==> src/rtl/cic_interp_ctrl_pkg.sv <==
// cic_ctrl_pkg: shared types and constants for the CIC interpolation controller
// and the phase counter reused by decimation control.
package cic_ctrl_pkg;

  // Width of the saturating underrun counter.
  localparam int UNDERRUN_CNT_W = 16;

  // Default widths for the ratio/phase counter and for samples.
  localparam int RATIO_W_DEFAULT  = 8;
  localparam int BITWIDTH_DEFAULT = 32;

  // Controller sequencing states.
  typedef enum logic [1:0] {
    ST_IDLE     = 2'd0,
    ST_PRIME    = 2'd1,
    ST_RUN      = 2'd2,
    ST_STOPPING = 2'd3
  } ctrl_state_t;

endpackage

==> src/rtl/cic_interp_ctrl_if.sv <==
// cic_interp_ctrl_if: upstream sample handshake (data/valid/ready).
// The sample source is the master, the controller is the slave.
interface cic_interp_ctrl_if
  import cic_ctrl_pkg::*;
#(
  parameter int BITWIDTH = BITWIDTH_DEFAULT
);

  logic [BITWIDTH-1:0] in_data;
  logic                in_valid;
  logic                in_ready;

  modport master (
    output in_data,
    output in_valid,
    input  in_ready
  );

  modport slave (
    input  in_data,
    input  in_valid,
    output in_ready
  );

endinterface

==> src/rtl/cic_phase_counter.sv <==
// cic_phase_counter: position within a rate-change period. Counts 0..i_term
// and wraps; o_wrap flags the terminal-count cycle. Shared with decimation
// control, so it carries no knowledge of the controller states.
module cic_phase_counter #(
  parameter int WIDTH = 8
) (
  input  logic             clk,
  input  logic             rst,
  input  logic             i_load,
  input  logic             i_ena,
  input  logic [WIDTH-1:0] i_term,
  output logic [WIDTH-1:0] o_count,
  output logic             o_wrap
);

  logic [WIDTH-1:0] r_count;

  assign o_wrap  = (r_count == i_term);
  assign o_count = r_count;

  // Load clears to the start of a period; otherwise step and wrap at terminal count.
  always_ff @(posedge clk) begin
    if (rst) begin
      r_count <= '0;
    end else if (i_load) begin
      r_count <= '0;
    end else if (i_ena) begin
      if (o_wrap) begin
        r_count <= '0;
      end else begin
        r_count <= r_count + WIDTH'(1);
      end
    end
  end

endmodule

==> src/rtl/cic_interp_ctrl.sv <==
// cic_interp_ctrl: sequencer for the CIC interpolation chain.
// Buffers one upstream sample, strobes the combs once per R clocks, runs the
// integrators every clock and drives the zero-stuff select.
// Optional feature: define CIC_CTRL_UNDERRUN_CNT_EN to get a saturating
// underrun counter; otherwise o_underrun_cnt is tied to zero.
module cic_interp_ctrl
  import cic_ctrl_pkg::*;
#(
  parameter int BITWIDTH = BITWIDTH_DEFAULT,
  parameter int RATIO_W  = RATIO_W_DEFAULT
) (
  input  logic                      clk,
  input  logic                      rst,
  input  logic [RATIO_W-1:0]        i_ratio,
  input  logic                      i_start,
  input  logic                      i_stop,
  cic_interp_ctrl_if.slave          up,
  output logic                      o_comb_ena,
  output logic [BITWIDTH-1:0]       o_comb_in,
  output logic                      o_integ_ena,
  output logic                      o_pass_sel,
  output logic [RATIO_W-1:0]        o_phase,
  output logic                      o_busy,
  output logic                      o_underrun,
  output logic [UNDERRUN_CNT_W-1:0] o_underrun_cnt
);

  ctrl_state_t         r_state;
  ctrl_state_t         w_state_nxt;
  logic [RATIO_W-1:0]  r_ratio;
  logic [BITWIDTH-1:0] r_buf;
  logic                r_buf_full;
  logic                r_stop_pending;
  logic [BITWIDTH-1:0] r_comb_in;
  logic                r_pass_sel;
  logic                r_underrun;

  logic [RATIO_W-1:0]  w_phase;
  logic [RATIO_W-1:0]  w_term;
  logic                w_wrap;
  logic                w_in_ready;
  logic                w_hs;
  logic                w_accept_start;
  logic                w_comb_ena;
  logic                w_enter_phase0;
  logic                w_underrun_set;
  logic                w_cnt_load;
  logic                w_cnt_ena;

  // Ratio is nonzero whenever the counter runs, so r_ratio-1 never underflows there.
  assign w_term     = r_ratio - RATIO_W'(1);
  assign w_cnt_load = (r_state == ST_IDLE) || (r_state == ST_PRIME);
  assign w_cnt_ena  = (r_state == ST_RUN) || (r_state == ST_STOPPING);

  cic_phase_counter #(
    .WIDTH (RATIO_W)
  ) u_phase (
    .clk     (clk),
    .rst     (rst),
    .i_load  (w_cnt_load),
    .i_ena   (w_cnt_ena),
    .i_term  (w_term),
    .o_count (w_phase),
    .o_wrap  (w_wrap)
  );

  // Ready depends only on registered state so upstream sees no combinational path.
  always_comb begin
    w_in_ready = 1'b0;
    case (r_state)
      ST_PRIME: w_in_ready = 1'b1;
      ST_RUN:   w_in_ready = !r_buf_full;
      default:  w_in_ready = 1'b0;
    endcase
  end

  assign w_hs           = up.in_valid && w_in_ready;
  assign w_accept_start = (r_state == ST_IDLE) && i_start && (i_ratio != '0);
  assign w_comb_ena     = (r_state == ST_RUN) && (w_phase == '0);
  assign w_enter_phase0 = (r_state == ST_RUN) && w_wrap && (w_state_nxt == ST_RUN);
  assign w_underrun_set = w_enter_phase0 && !r_buf_full && !w_hs;

  // Next-state logic: start only from IDLE, stop only from RUN, drain to end of period.
  always_comb begin
    w_state_nxt = r_state;
    case (r_state)
      ST_IDLE: begin
        if (w_accept_start) begin
          w_state_nxt = ST_PRIME;
        end
      end
      ST_PRIME: begin
        if (w_hs) begin
          w_state_nxt = ST_RUN;
        end
      end
      ST_RUN: begin
        if (i_stop) begin
          w_state_nxt = ST_STOPPING;
        end
      end
      ST_STOPPING: begin
        if (r_stop_pending && w_wrap) begin
          w_state_nxt = ST_IDLE;
        end
      end
      default: w_state_nxt = ST_IDLE;
    endcase
  end

  // State register.
  always_ff @(posedge clk) begin
    if (rst) begin
      r_state <= ST_IDLE;
    end else begin
      r_state <= w_state_nxt;
    end
  end

  // Ratio is captured once per start so later changes wait for the next start.
  always_ff @(posedge clk) begin
    if (rst) begin
      r_ratio <= '0;
    end else if (w_accept_start) begin
      r_ratio <= i_ratio;
    end
  end

  // Stop request remembered until the block is back in IDLE.
  always_ff @(posedge clk) begin
    if (rst) begin
      r_stop_pending <= 1'b0;
    end else if ((r_state == ST_RUN) && i_stop) begin
      r_stop_pending <= 1'b1;
    end else if (w_state_nxt == ST_IDLE) begin
      r_stop_pending <= 1'b0;
    end
  end

  // One-entry buffer: filled mid-period, drained at phase 0, dropped when stopping ends.
  always_ff @(posedge clk) begin
    if (rst) begin
      r_buf      <= '0;
      r_buf_full <= 1'b0;
    end else if (r_state == ST_RUN) begin
      if (w_enter_phase0) begin
        r_buf_full <= 1'b0;
      end else if (w_hs) begin
        r_buf      <= up.in_data;
        r_buf_full <= 1'b1;
      end
    end else if (r_state == ST_STOPPING) begin
      if (w_state_nxt == ST_IDLE) begin
        r_buf_full <= 1'b0;
      end
    end else begin
      r_buf_full <= 1'b0;
    end
  end

  // Comb input update at each strobe: buffer first, then bypass, else zero with underrun.
  always_ff @(posedge clk) begin
    if (rst) begin
      r_comb_in  <= '0;
      r_underrun <= 1'b0;
    end else begin
      r_underrun <= 1'b0;
      if ((r_state == ST_PRIME) && w_hs) begin
        r_comb_in <= up.in_data;
      end else if (w_enter_phase0) begin
        if (r_buf_full) begin
          r_comb_in <= r_buf;
        end else if (w_hs) begin
          r_comb_in <= up.in_data;
        end else begin
          r_comb_in  <= '0;
          r_underrun <= 1'b1;
        end
      end
    end
  end

  // Pass comb output on the cycle after a strobe; with R=1 every running cycle passes.
  always_ff @(posedge clk) begin
    if (rst) begin
      r_pass_sel <= 1'b0;
    end else begin
      r_pass_sel <= w_comb_ena ||
                    ((r_ratio == RATIO_W'(1)) && (w_state_nxt == ST_RUN));
    end
  end

`ifdef CIC_CTRL_UNDERRUN_CNT_EN
  logic [UNDERRUN_CNT_W-1:0] r_underrun_cnt;

  // Saturating underrun tally, cleared by reset or an accepted start.
  always_ff @(posedge clk) begin
    if (rst) begin
      r_underrun_cnt <= '0;
    end else if (w_accept_start) begin
      r_underrun_cnt <= '0;
    end else if (w_underrun_set && (r_underrun_cnt != '1)) begin
      r_underrun_cnt <= r_underrun_cnt + UNDERRUN_CNT_W'(1);
    end
  end

  assign o_underrun_cnt = r_underrun_cnt;
`else
  assign o_underrun_cnt = '0;
`endif

  assign up.in_ready   = w_in_ready;
  assign o_comb_ena    = w_comb_ena;
  assign o_comb_in     = r_comb_in;
  assign o_integ_ena   = (r_state == ST_RUN) || (r_state == ST_STOPPING);
  assign o_pass_sel    = r_pass_sel;
  assign o_phase       = w_phase;
  assign o_busy        = (r_state != ST_IDLE);
  assign o_underrun    = r_underrun;

endmodule

==> src/flat_wrapper.sv <==
// flat-port wrapper written by rule: the top's interface ports become plain ports
module cic_interp_ctrl_flat import cic_ctrl_pkg::*;
#(
  parameter int BITWIDTH = BITWIDTH_DEFAULT,
  parameter int RATIO_W  = RATIO_W_DEFAULT
)
  (clk, rst, i_ratio, i_start, i_stop, o_comb_ena, o_comb_in, o_integ_ena, o_pass_sel, o_phase, o_busy, o_underrun, o_underrun_cnt, up_in_data, up_in_valid, up_in_ready);
  cic_interp_ctrl_if #(.BITWIDTH(BITWIDTH)) up_i ();
  input  logic clk;
  input  logic rst;
  input  logic [RATIO_W-1:0] i_ratio;
  input  logic i_start;
  input  logic i_stop;
  output logic o_comb_ena;
  output logic [BITWIDTH-1:0] o_comb_in;
  output logic o_integ_ena;
  output logic o_pass_sel;
  output logic [RATIO_W-1:0] o_phase;
  output logic o_busy;
  output logic o_underrun;
  output logic [UNDERRUN_CNT_W-1:0] o_underrun_cnt;
  input wire logic [$bits(up_i.in_data)-1:0] up_in_data;
  input wire logic [$bits(up_i.in_valid)-1:0] up_in_valid;
  output wire logic [$bits(up_i.in_ready)-1:0] up_in_ready;
  assign up_i.in_data = up_in_data;
  assign up_i.in_valid = up_in_valid;
  assign up_in_ready = up_i.in_ready;
  cic_interp_ctrl #(.BITWIDTH(BITWIDTH), .RATIO_W(RATIO_W)) u_core (.clk(clk), .rst(rst), .i_ratio(i_ratio), .i_start(i_start), .i_stop(i_stop), .up(up_i), .o_comb_ena(o_comb_ena), .o_comb_in(o_comb_in), .o_integ_ena(o_integ_ena), .o_pass_sel(o_pass_sel), .o_phase(o_phase), .o_busy(o_busy), .o_underrun(o_underrun), .o_underrun_cnt(o_underrun_cnt));
endmodule
==> config.mk <==
export PLATFORM = sky130hd
export DESIGN_NAME = cic_interp_ctrl_flat
export DESIGN_NICKNAME = d
export VERILOG_FILES = /design/src/rtl/cic_interp_ctrl_pkg.sv /design/src/rtl/cic_interp_ctrl_if.sv /design/src/rtl/cic_phase_counter.sv /design/src/rtl/cic_interp_ctrl.sv /design/src/flat_wrapper.sv
export SDC_FILE = /design/constraint.sdc
export NUM_CORES = 1
export LEC_CHECK = 0
export ABC_AREA = 1
export CAP_MARGIN = 15
export CORE_ASPECT_RATIO = 1.25
export CORE_MARGIN = 3
export CORE_UTILIZATION = 50
export DETAILED_ROUTE_END_ITERATION = 10
export PLACE_DENSITY = 0.81
export SETUP_SLACK_MARGIN = 0.3
export SKIP_LAST_GASP = 1
export SYNTH_ARGS = -nofsm -noshare
export SYNTH_HDL_FRONTEND = slang
export SYNTH_SLANG_ARGS = --single-unit
==> constraint.sdc <==
create_clock -name clk -period 2.5 [get_ports clk]
set_clock_uncertainty 0.05 [all_clocks]
set_input_delay 0.5 -clock clk [delete_from_list [all_inputs] [get_ports clk]]
set_output_delay 0.5 -clock clk [all_outputs]
set_load 0.01 [all_outputs]
; ---- After elaboration in Yosys (flattened, before gate mapping)
; Cells that the tools add are included.
[word_totals]
regBits = 86
in_bits = 45
output_inout_bits = 62
wordCells = 63
[classes]
addsub = 2
eq_ne = 8
mux = 18
bitwise = 1
reduce_logical = 25
[op_table]
columns = op, count
row1 = $mux W32, 4
row2 = $logic_and A1 B1 Y1, 10
row3 = $add A8 B1 Y8 const B, 1
row4 = $eq A8 B1 Y1 const B, 1
row5 = $eq A8 B8 Y1, 1
row6 = $logic_not A8 Y1, 1
row7 = $mux W2, 4
row8 = $mux W8, 1
row9 = $pmux W2 S4, 1
row10 = $reduce_bool A8 Y1, 1
row11 = $sub A8 B1 Y8 const B, 1
row12 = $mux W1, 7
row13 = $eq A2 B2 Y1 const B, 3
row14 = $ne A3 B1 Y1 const B, 2
row15 = $reduce_bool A2 Y1, 3
row16 = $logic_not A2 Y1, 2
row17 = $reduce_or A4 Y1, 1
row18 = $logic_or A1 B1 Y1, 3
row19 = $reduce_and A3 Y1, 1
row20 = $eq A2 B1 Y1 const B, 1
row21 = $pmux W1 S2, 1
row22 = $reduce_and A2 Y1, 1
row23 = $reduce_or A2 Y1, 1
row24 = $logic_not A1 Y1, 1
row25 = $not A1 Y1, 1

; ---- Depth between registers and ports, before layout
[depth]
ltp_word = 9
ltp_mapped = 20
ltp_nobuf = 18

; ---- Hierarchy
; A second synthesis with hierarchy kept.
[unflattened]
cells_unflattened = 728
area_unflattened_um2 = 4834.6
[by_module_without_submodules]
columns = module, n_inst, cells_each, area_each_um2, seq_area_each_um2
row1 = cic_interp_ctrl, 1, 642, 4234.1, 1561.5
row2 = cic_phase_counter, 1, 86, 600.6, 160.2

; ---- Worst setup path after synthesis
; OpenSTA, ideal clock, no wires.
[synth_timing]
path_type = register to register
startpoint = register u_core.r_ratio[0]
endpoint = register u_core.r_buf[22]
setup_ns = 0.113
arrival_time_ns = 2.091
required_time_ns = 2.337
slack_ns = 0.246
stages_incl_launch_ff = 20
n_path_buf = 2
period_less_slack_ns = 2.254
cell_sequence = dfxtp_1 > inv_2 > ha_1 > inv_1 > nand2_1 > and2_1 > nor2_1 > nor2_1 > nand3_1 > nor2_2 > nand3_1 > nand2_1 > a21oi_2 > nand3_4 > nand3_2 > buf_6 > buf_6 > nand2_1 > nand2_1 > nor2_1
[synth_via]
elab_chain_cells = 9
word_cells_on_any_way = 10
cone_classes = add/sub (1) / eq/ne (2) / mux (2) / bitwise (1) / reduce/logical (4)
[synth_rtl]
columns = item, line_no
row1 = "start, declared", cic_interp_ctrl.sv:30  ; logic [RATIO_W-1:0] r_ratio;
row2 = "start signal, assigned", cic_interp_ctrl.sv:125  ; r_ratio <= i_ratio;
row3 = $sub A8 B1 Y8 *, cic_interp_ctrl.sv:51  ; assign w_term = r_ratio - RATIO_W'(1);
row4 = $eq A8 B8 Y1 *, cic_phase_counter.sv:18  ; assign o_wrap = (r_count == i_term);
row5 = $logic_and A1 B1 Y1, cic_interp_ctrl.sv:103  ; if (r_stop_pending && w_wrap) begin
row6 = $mux W2, cic_interp_ctrl.sv:103
row7 = $pmux W2 S4, cic_interp_ctrl.sv:86  ; case (r_state)
row8 = $eq A2 B2 Y1, cic_interp_ctrl.sv:80  ; assign w_enter_phase0 = (r_state == ST_RUN) && w_wrap && (w_state_nxt == ST_RUN);
row9 = $logic_and A1 B1 Y1 *, cic_interp_ctrl.sv:80
row10 = $not A1 Y1 (no line) *, --
row11 = $reduce_and A3 Y1 (no line) *, --
row12 = "end signal, assigned", cic_interp_ctrl.sv:149  ; r_buf <= up.in_data;
row13 = "end, declared", cic_interp_ctrl.sv:31  ; logic [BITWIDTH-1:0] r_buf;
; Mark *: on every way between the ends. The rest lies on a longest branch, timed or not.
; A chain may end at the register's enable or synchronous reset.

; ---- Final worst setup path
[layout_timing]
startpoint = register u_core.r_state[0]
endpoint = register u_core.r_buf[21]
[layout_via]
elab_chain_cells = 9
word_cells_on_any_way = 18
cone_classes = eq/ne (4) / mux (6) / bitwise (1) / reduce/logical (7)
[layout_rtl]
columns = item, line_no
row1 = "start, declared", cic_interp_ctrl.sv:28  ; ctrl_state_t r_state;
row2 = "start signal, assigned", cic_interp_ctrl.sv:116  ; r_state <= w_state_nxt;
row3 = $eq A2 B2 Y1 (tied with other cells), --
row4 = $pmux W1 S2 or $logic_and A1 B1 Y1 (tied branches), "cic_interp_ctrl.sv:70, cic_interp_ctrl.sv:78"
row5 = $logic_and A1 B1 Y1 (on tied branches), "cic_interp_ctrl.sv:77, cic_interp_ctrl.sv:78"
row6 = $mux W2 (on tied branches), "cic_interp_ctrl.sv:93, cic_interp_ctrl.sv:88"
row7 = $pmux W2 S4, cic_interp_ctrl.sv:86
row8 = $eq A2 B2 Y1, cic_interp_ctrl.sv:80
row9 = $logic_and A1 B1 Y1, cic_interp_ctrl.sv:80
row10 = $not A1 Y1 (no line), --
row11 = $reduce_and A3 Y1 (no line) *, --
; Marked as above.

==> results.toml <==
[cells_and_area]
fillers = 629
nets = 777
drive_above_1_share = 0.203
area_growth_pct = 43.0
insertedDiodeCount = 0

[global_routing]
grt-ovfl-total = 0
grt_max_degree = 42
grt_use_total = 0.240
antenna_found_initial = 0
grt_pass1_vias = 4200
grt_pass1_wl_um = 18700

[timing]
post-route-period-util = 0.977
hold_viol_final = 0
fmax_mhz = 409
period_needed_ns = 2.44
finalWorstSetupSlack_ns = 0.0570
grt_setup_unrepaired = "true"
drv_slew = 0
finalSetupTns_ns = 0
finalSetupViolCount = 0

[setup_path]
slowest_stage = "dfxtp_4"
cp.required_ns = 2.72
rr_endpoint = "u_core.r_buf[21]$_SDFFE_PP0P_"
cp_slowest_stage_delay_ns = 0.37
crit_top_cell = "nand2_1"
r2r-start = "u_core.r_state[0]$_SDFF_PP0_"
critical_path.startpoint_type = "register"
critPathLaunch = "u_core.r_state[0]$_SDFF_PP0_"
endpoint_kind = "register"
crit_path_end = "u_core.r_buf[21]$_SDFFE_PP0P_"
cp_cell_sequence = "inv_2, ha_4, nand2_1, a21boi_2, nand2_2, inv_2, o21ai_1, a21oi_1, nand2_1, nand2_2, nand3_4, nand3_4, buf_12, clkbuf_16, nand2_1, nand2_1, nor2_1"
crit_type = "reg2reg"
crit_path_max_fanout = 7
rrSetupSlack_ns = 0.06
cp.arrival_ns = 2.66
r2r_cells = 17

[clocking]
cts-buffers-inserted = 9
worstSkewPairLatency_ns = 0.36
clk_pin_slew_ns = 0.09
cts_tree = "yes"
cts_max_level = 3
cts_root_buffer = "clkbuf_8"
cts_max_path_buffers = 2
cts.sinks = 86

[die]
start_util = 0.519
row_count = 37
fp.dieH_um = 110
die_w_um = 89.2
io_pins = 107
dieArea_um2 = 9810
core_um2 = 8330

[place]
port_buffers = 90
pre_cts_ws_ns = -0.176
gp_congestion = 0.955
dp_hpwl_um = 7790

[run]
drv_cap = 0

[logic_synthesis]
seq_area_frac_synth = 0.398
yosysWarnings = 0
synth_top_area_share = 0.398
synth_edf_count = 0
synthFlopType = "dfxtp_1"
synth.most_common_cell = "nor2_1"
synth_xor_area_frac = 0.0122
netlist_top_cells_area = "dfxtp_1, nor2_1, nand2_1"
syn_inst = 618
synth_compound_area_frac = 0.152
synthSimpleGateAreaFrac = 0.288
async_reset_ff_frac = 0
ys_top_cells_by_count = "nor2_1, nand2_1, dfxtp_1"
muxShareOfSynthArea = 0
synthAdderAreaFrac = 0.0231
ys_ff_latch = 86
synth_top_family_by_area = "simple AND/OR/NAND/NOR gates"
synth_top_area_cell = "dfxtp_1"
synth_area_um2 = 4320
netlist-cell-type-count = 34
avgSynthCellArea_um2 = 7.00

[route]
drt-pass1-iter-count = 5
viasPerCell = 5.52
drt-wirelength-per-cell_um = 16.4
routed_wl_um = 13600
drt_drc_violations_left = 0
num_vias = 4560
drtAntennaViolNets = 0
met1Wirelength_um = 5260
top_layer_used = "met4"
drtIter0Drc = 385
met2_length_um = 6940
route.met3.wl_um = 868

[power_and_ir_drop]
power_leakage_nw = 2.71
power_density_nw_per_um2 = 534
irDropWorstVdd_mv = 0.390

[hold_path]
hold_class = "reg2reg"

[outcome]
outcome = "completed"
[state kept, by name, summed over array words and instances, names as in the netlist]
register / cells
u_core.o_comb_in: 32
u_core.o_pass_sel: 1
u_core.o_underrun: 1
u_core.r_buf: 32
u_core.r_buf_full: 1
u_core.r_ratio: 8
u_core.r_state: 2
u_core.r_stop_pending: 1
u_core.u_phase.o_count: 8
[final cells by class]
| type | instances | area [µm²] | share of cell area |
|---|---|---|---|
| sequential | 86 | 1730 | 0.280 |
| tap | 97 | 121 | 0.0196 |
| inverter | 65 | 273 | 0.0441 |
| clock inverter | 5 | 33.8 | 0.00546 |
| timing repair buffer | 126 | 1330 | 0.215 |
| timing repair inverter | 3 | 61.3 | 0.00992 |
| clock buffer | 11 | 151 | 0.0245 |
| multi-input combinational | 433 | 2480 | 0.401 |
[cells by family after synthesis]
| kind of cell | Yosys count |
|---|---|
| flops | 86 |
| buf+inv | 114 |
| compound gates | 96 |
| xor+xnor | 6 |
| fa+ha+maj | 8 |
| other cells | 1 |
| simple gates | 307 |
[worst min-delay path by stage]
| stage | startpoint | endpoint | slack (ns) | cells past startpoint |
|---|---|---|---|---|
| 2_1_floorplan | u_core.r_stop_pending$_SDFFE_PP0P_ | u_core.r_stop_pending$_SDFFE_PP0P_ | 0.38 | 2 |
| 3_3_place_gp | u_core.r_stop_pending$_SDFFE_PP0P_ | u_core.r_stop_pending$_SDFFE_PP0P_ | 0.40 | 2 |
| 3_5_place_dp | u_core.r_stop_pending$_SDFFE_PP0P_ | u_core.r_stop_pending$_SDFFE_PP0P_ | 0.40 | 2 |
| 4_1_cts | u_core.r_stop_pending$_SDFFE_PP0P_ | u_core.r_stop_pending$_SDFFE_PP0P_ | 0.43 | 2 |
| 5_1_grt | u_core.r_stop_pending$_SDFFE_PP0P_ | u_core.r_stop_pending$_SDFFE_PP0P_ | 0.47 | 2 |
| 6_report | u_core.r_stop_pending$_SDFFE_PP0P_ | u_core.r_stop_pending$_SDFFE_PP0P_ | 0.45 | 2 |
[power breakdown]
group / leakage (nW) / total, mW / internal (mW) / switching (mW)
Combinational: 1.92 / 0.863 / 0.383 / 0.480
Sequential: 0.701 / 1.50 / 1.44 / 0.0575
Clock: 0.0913 / 0.935 / 0.414 / 0.521
[stage by stage]
stage / std cells / power (mW) / hold slack (ns) / util / area [µm²]
final: 826 / 3.30 / 0.446 / 0.742 / 6180
after global routing: 826 / 3.43 / 0.471 / 0.742 / 6180
after CTS: 814 / 3.17 / 0.429 / 0.687 / 5720
after detailed placement: 791 / 2.22 / 0.404 / 0.636 / 5300
after global placement: 791 / 2.21 / 0.400 / 0.636 / 5300
after floorplan: 633 / 1.92 / 0.384 / - / 4390
[critical path, delay by kind of cell (launching register included)]
| kind | cells | cell delay (ns) |
|---|---|---|
| buf+inv | 4 | 0.56 |
| fa+ha+maj | 1 | 0.19 |
| flops | 1 | 0.37 |
| simple gates | 9 | 0.78 |
| compound gates | 3 | 0.39 |
[repair_timing]
item,4_1_cts,5_1_grt
endpoints found under the setup margin,70,72
hold buffers,0,0
gates cloned,1,6
resized for setup,49,90
buffers inserted,6,6
pin swaps,1,0
[cell usage in the layout (no fill, tap or decap), drive strengths merged, types with 16 or more instances in the layout]
master and instances:
nand3 21, buf 34, conb 16, inv 65
a32o 32, dfxtp 86, nor2 156, clkdlybuf4s50 87
o21ai 46, nand2 117
[routing by layer]
metal  GRT usage  vias to the layer above
met4       0.123                        0
met5           0                        -
li1            -                     2158
met1       0.288                     2124
met2       0.411                      229
met3      0.0349                       49
(Power assumes the default switching activity.)
